<file path="src/rtl/stopwatch_pkg.sv">
// Shared definitions for the stopwatch control stage: FSM encoding and default timing.
package stopwatch_pkg;

  typedef enum logic [1:0] {
    S_IDLE   = 2'd0,
    S_RUN    = 2'd1,
    S_PAUSED = 2'd2
  } state_t;

  localparam int unsigned DIV_DEFAULT       = 5000000;
  localparam int unsigned DB_CYCLES_DEFAULT = 500000;

endpackage

</file>
<file path="src/rtl/stopwatch_ctrl_btn_debounce.sv">
// Raw button conditioning: 2-flop synchroniser, stability-count debounce and a
// one-cycle press pulse on the debounced rising edge.
module btn_debounce
  import stopwatch_pkg::*;
#(
  parameter int unsigned DB_CYCLES = DB_CYCLES_DEFAULT
) (
  input  logic Clock,
  input  logic Clear,
  input  logic Raw,
  output logic Level,
  output logic Press
);

  localparam int unsigned CW = $clog2(DB_CYCLES + 1);

  logic          sync1;
  logic          sync2;
  logic [CW-1:0] stable_cnt;

  always_ff @(posedge Clock) begin
    if (Clear) begin
      sync1 <= 1'b0;
      sync2 <= 1'b0;
    end else begin
      sync1 <= Raw;
      sync2 <= sync1;
    end
  end

  // Level follows sync2 only after DB_CYCLES consecutive disagreeing samples.
  always_ff @(posedge Clock) begin
    if (Clear) begin
      Level      <= 1'b0;
      Press      <= 1'b0;
      stable_cnt <= '0;
    end else begin
      Press <= 1'b0;
      if (sync2 == Level) begin
        stable_cnt <= '0;
      end else if (stable_cnt == CW'(DB_CYCLES - 1)) begin
        Level      <= sync2;
        Press      <= sync2;
        stable_cnt <= '0;
      end else begin
        stable_cnt <= stable_cnt + CW'(1);
      end
    end
  end

endmodule

</file>
<file path="src/rtl/stopwatch_ctrl.sv">
// Stopwatch control: debounced Start/Stop and Reset buttons drive an
// IDLE/RUN/PAUSED FSM and a prescaler that emits count-enable pulses.
module stopwatch_ctrl
  import stopwatch_pkg::*;
#(
  parameter int unsigned DIV       = DIV_DEFAULT,
  parameter int unsigned DB_CYCLES = DB_CYCLES_DEFAULT
) (
  input  logic Clock,
  input  logic Clear,
  input  logic StartStop,
  input  logic RstBtn,
  output logic E,
  output logic CntClr,
  output logic Running
);

  localparam int unsigned PW = $clog2(DIV);
  localparam logic [PW-1:0] TERM = PW'(DIV - 1);

  state_t        state;
  state_t        state_nxt;
  logic [PW-1:0] prescaler;
  logic          ss_press;
  logic          rst_press;
  logic          ss_level;
  logic          rst_level;
  logic          unused_levels;

  btn_debounce #(.DB_CYCLES(DB_CYCLES)) u_ss_db (
    .Clock (Clock),
    .Clear (Clear),
    .Raw   (StartStop),
    .Level (ss_level),
    .Press (ss_press)
  );

  btn_debounce #(.DB_CYCLES(DB_CYCLES)) u_rst_db (
    .Clock (Clock),
    .Clear (Clear),
    .Raw   (RstBtn),
    .Level (rst_level),
    .Press (rst_press)
  );

  // Debounced levels are only observed for debug.
  assign unused_levels = ss_level ^ rst_level;

  always_ff @(posedge Clock) begin
    if (Clear) state <= S_IDLE;
    else       state <= state_nxt;
  end

  // Reset button only acts from PAUSED and wins over a simultaneous Start/Stop.
  always_comb begin
    state_nxt = state;
    case (state)
      S_IDLE:   if (ss_press) state_nxt = S_RUN;
      S_RUN:    if (ss_press) state_nxt = S_PAUSED;
      S_PAUSED: begin
        if (rst_press)     state_nxt = S_IDLE;
        else if (ss_press) state_nxt = S_RUN;
      end
      default:  state_nxt = S_IDLE;
    endcase
  end

  always_comb begin
    Running = 1'b0;
    E       = 1'b0;
    Running = (state == S_RUN);
    E       = (state == S_RUN) && (prescaler == TERM);
  end

  // Pausing keeps the partial period so a resume continues where it stopped.
  always_ff @(posedge Clock) begin
    if (Clear) begin
      prescaler <= '0;
    end else begin
      case (state)
        S_RUN:    prescaler <= (prescaler == TERM) ? '0 : prescaler + PW'(1);
        S_PAUSED: prescaler <= prescaler;
        default:  prescaler <= '0;
      endcase
    end
  end

  always_ff @(posedge Clock) begin
    CntClr <= Clear | ((state == S_PAUSED) && rst_press);
  end

endmodule

</file>
<file path="config.mk">
export PLATFORM = sky130hd
export DESIGN_NAME = stopwatch_ctrl
export DESIGN_NICKNAME = d
export VERILOG_FILES = /design/src/rtl/stopwatch_pkg.sv /design/src/rtl/stopwatch_ctrl_btn_debounce.sv /design/src/rtl/stopwatch_ctrl.sv
export SDC_FILE = /design/constraint.sdc
export NUM_CORES = 1
export LEC_CHECK = 0
export CAP_MARGIN = 20
export CORE_MARGIN = 2
export CORE_UTILIZATION = 30
export CTS_CLUSTER_DIAMETER = 120
export DETAILED_ROUTE_END_ITERATION = 12
export SLEW_MARGIN = 20
export SYNTH_ARGS = -nofsm -noshare
export SYNTH_HDL_FRONTEND = slang
export SYNTH_HIERARCHICAL = 1
export SYNTH_SLANG_ARGS = --single-unit
</file>
<file path="constraint.sdc">
create_clock -name Clock -period 2 [get_ports Clock]
set_input_delay 0.4 -clock Clock [delete_from_list [all_inputs] [get_ports Clock]]
set_output_delay 0.4 -clock Clock [all_outputs]
set_load 0.02 [all_outputs]
</file>
==> flow_summary.ini <==
[synthesis]
synth_area_um2 = 3660
synth_top_area_share_pct = 39.4
synth_area_per_cell_um2 = 8.41
syn_inst = 435
yosysWarnings = 6
yosysTopAreaCell = dfxtp_1
synth_cell_types = 53
synthFlopType = dfxtp_1
synthTopCellsByArea = dfxtp_1, nor2_1, xnor2_1
synth_seq_cells = 72
synth.yosys.seq_area_share_pct = 39.4
syn_nets = 442
postSynth.asyncResetShare_pct = 0
synth_edf_count = 0

[worst_setup_path]
arrival_ns = 1.72
startpoint_type = register
rr_worst_depth = 5
crit_family = simple AND/OR/NAND/NOR gates
max_stage_delay_ns = 0.54
crit_slowest_cell = or4_4
critPathBufInv = 1
worst-path-stages = 5
critPathRequiredTime_ns = 1.60
r2r_end = u_rst_db/stable_cnt[12]
cp_max_fo = 3
endpoint_kind = output pin
startpoint = prescaler[17]
worstPathCellList = or4_4, nor2_4, nand4_1, nor2_1, buf_4
r2r-start = u_rst_db/stable_cnt[18]
worstSetupPathType = register to output pin
reg2reg_setup_slack_ns = 0.12
setup.worst_path.end = E

[pwr]
cellPowerDensity_nw_per_um2 = 733
ir_drop_mv = 0.389
p_leak_nw = 1.50

[layout]
fin_area_um2 = 4500
final_common_cell = dfxtp_1
drive_gt1_share_pct = 16.2
antenna_cells = 0
layout_common_cells = dfxtp_1, nor2_1, buf_4, nand3_1, nand2_1
final_nets = 484
area_growth_pct = 23.0

[floorplanning]
die_w_um = 114
pin_count = 7
start_util_pct = 30.6
fp.dieH_um = 114
placementRows = 40
dieArea_um2 = 13100
fp.coreArea_um2 = 12000

[sta]
period_needed_ns = 2.12
setup_viol = 1
worst_pin_slew_ns = 0.595
rsz0062_at_grt = true
finClkSkew_ns = 0.00399
fin_crit_sh_pct = 106
hold_viol = 0
tns_ns = -0.121
timing.slew.headroom_pct = 59.9
slew_violations = 0
max_freq_mhz = 472
timing.final.ws_setup_ns = -0.121

[global_route]
grt_overflow = 0
grt.total_usage_pct = 13.0
grt_max_degree = 49
grt_pass1_vias = 3081
grt_pass1_wl_um = 14100
antenna_found_initial = 0

[placement]
gp_congestion = 0.836
place_area_um2 = 4150
post-dp-hpwl_um = 5780
post-place-ws_ns = -0.218
port-buffer-count = 6

[cts]
cts_sinks = 72
htreeDepth = 3
clkLatencyLatePin_ns = 0.33
hold_buffers = 0
root_buffer = clkbuf_16
path_clk_slew_ns = 0.06
cts_tree = yes
clockBufferDepth = 2
cts_buffers = 9

[outcome]
outcome = complete, but fails checks
violations = setup timing

[min_path]
min_path_type = register to register
hold_start = u_rst_db/sync1

[route]
viasPerCell = 5.18
drcViolationCount = 0
dr.pass1.iters = 5
ant_nets = 0
vias = 3257
totalWireLength_um = 8030
drtIter0Drc = 208
wire_per_inst_um = 12.8

[job]
max_cap_violations = 0
[synth_stat cells, types with 2 or more instances]
library cell and number:
a21oi_1 18, a22oi_1 2, a31oi_1 9, and2_1 4, and3_1 6, and3_2 2, and4_1 10, buf_2 4
clkbuf_1 9, dfxtp_1 72, ha_1 3, inv_1 7, nand2_1 26, nand2b_1 16, nand3_1 28, nand3b_1 4
nand4_1 19, nand4bb_1 2, nor2_1 64, nor2b_1 5, nor3_1 11, nor3b_1 5, nor4_1 10, nor4_4 2
nor4b_1 4, o21ai_0 21, o21ai_1 5, o21ai_4 2, or3_1 5, or4_1 5, or4_4 2, xnor2_1 23
xor2_1 10
[worst register-to-register path: cells and delay by family (launching register included)]
kind	cells	cell delay, ns
AOI/OAI and AO/OA	1	0.16
and+or+nand+nor	3	1.12
DFF	1	0.34
buffers and inverters	1	0.16
[how the worst min path moves through the flow]
stage                     end  slack [ns]  cells past startpoint
5_1_grt        u_rst_db/sync2        0.46                      1
6_report       u_rst_db/sync2        0.45                      1
4_1_cts        u_rst_db/sync2        0.44                      1
3_5_place_dp   u_rst_db/sync2        0.43                      1
3_3_place_gp   u_rst_db/sync2        0.43                      1
2_1_floorplan  u_rst_db/sync2        0.41                      1
[kinds of logic after synthesis]
logic type / synth area share [%]
xor gates and xnor gates: 7.90
AOI/OAI and AO/OA: 10.3
buffers and inverters: 2.70
and+or+nand+nor: 38.4
DFF: 39.4
adders and majority gates: 1.03
muxes: 0.274
[routing by layer]
layer	GRT usage [%]	vias up	part of all wire, %
met1	16.7	1541	48
met2	21.3	49	47
met4	3.66	0	1.1
met3	3.60	10	3.5
met5	0	-	0
li1	-	1657	-
[timing repair]
action                     4_1_cts  5_1_grt
pin swaps                        0        4
setup buffers                    0        1
hold endpoints to repair         0        0
resized for setup                7        3
setup endpoints to repair        2        2
[through the flow]
stage	power [mW]	hold WS [ns]	instances	utilization [%]
after floorplan	1.50	0.414	435	-
after global placement	1.53	0.433	612	34.7
after detailed placement	1.53	0.428	612	34.7
after CTS	3.33	0.443	628	37.5
after global routing	3.40	0.463	629	37.6
final	3.30	0.445	629	37.6
[flip-flops by register name, indices dropped and copies added, names as in the netlist]
signal,flops
prescaler,23
u_ss_db/Press,1
state,2
u_rst_db/sync1,1
u_ss_db/Level,1
u_rst_db/Level,1
CntClr,1
u_rst_db/sync2,1
u_ss_db/sync2,1
u_ss_db/sync1,1
u_rst_db/Press,1
u_rst_db/stable_cnt,19
u_ss_db/stable_cnt,19
[where the power goes]
group	total, mW	internal [mW]	switching (mW)
clock	1.80	1.15	0.656
combinational	0.0511	0.0237	0.0274
sequential	1.44	1.44	0.00320
[cell type report]
class | count | area [um2]
inverters | 7 | 26.3
fillers | 1201 | 7460
clock inverters | 6 | 97.6
flip-flops and latches | 72 | 1440
multi-input cells | 341 | 2130
repair buffers | 46 | 382
well taps | 147 | 184
clock buffers | 10 | 239
(Power assumes the default switching activity.)
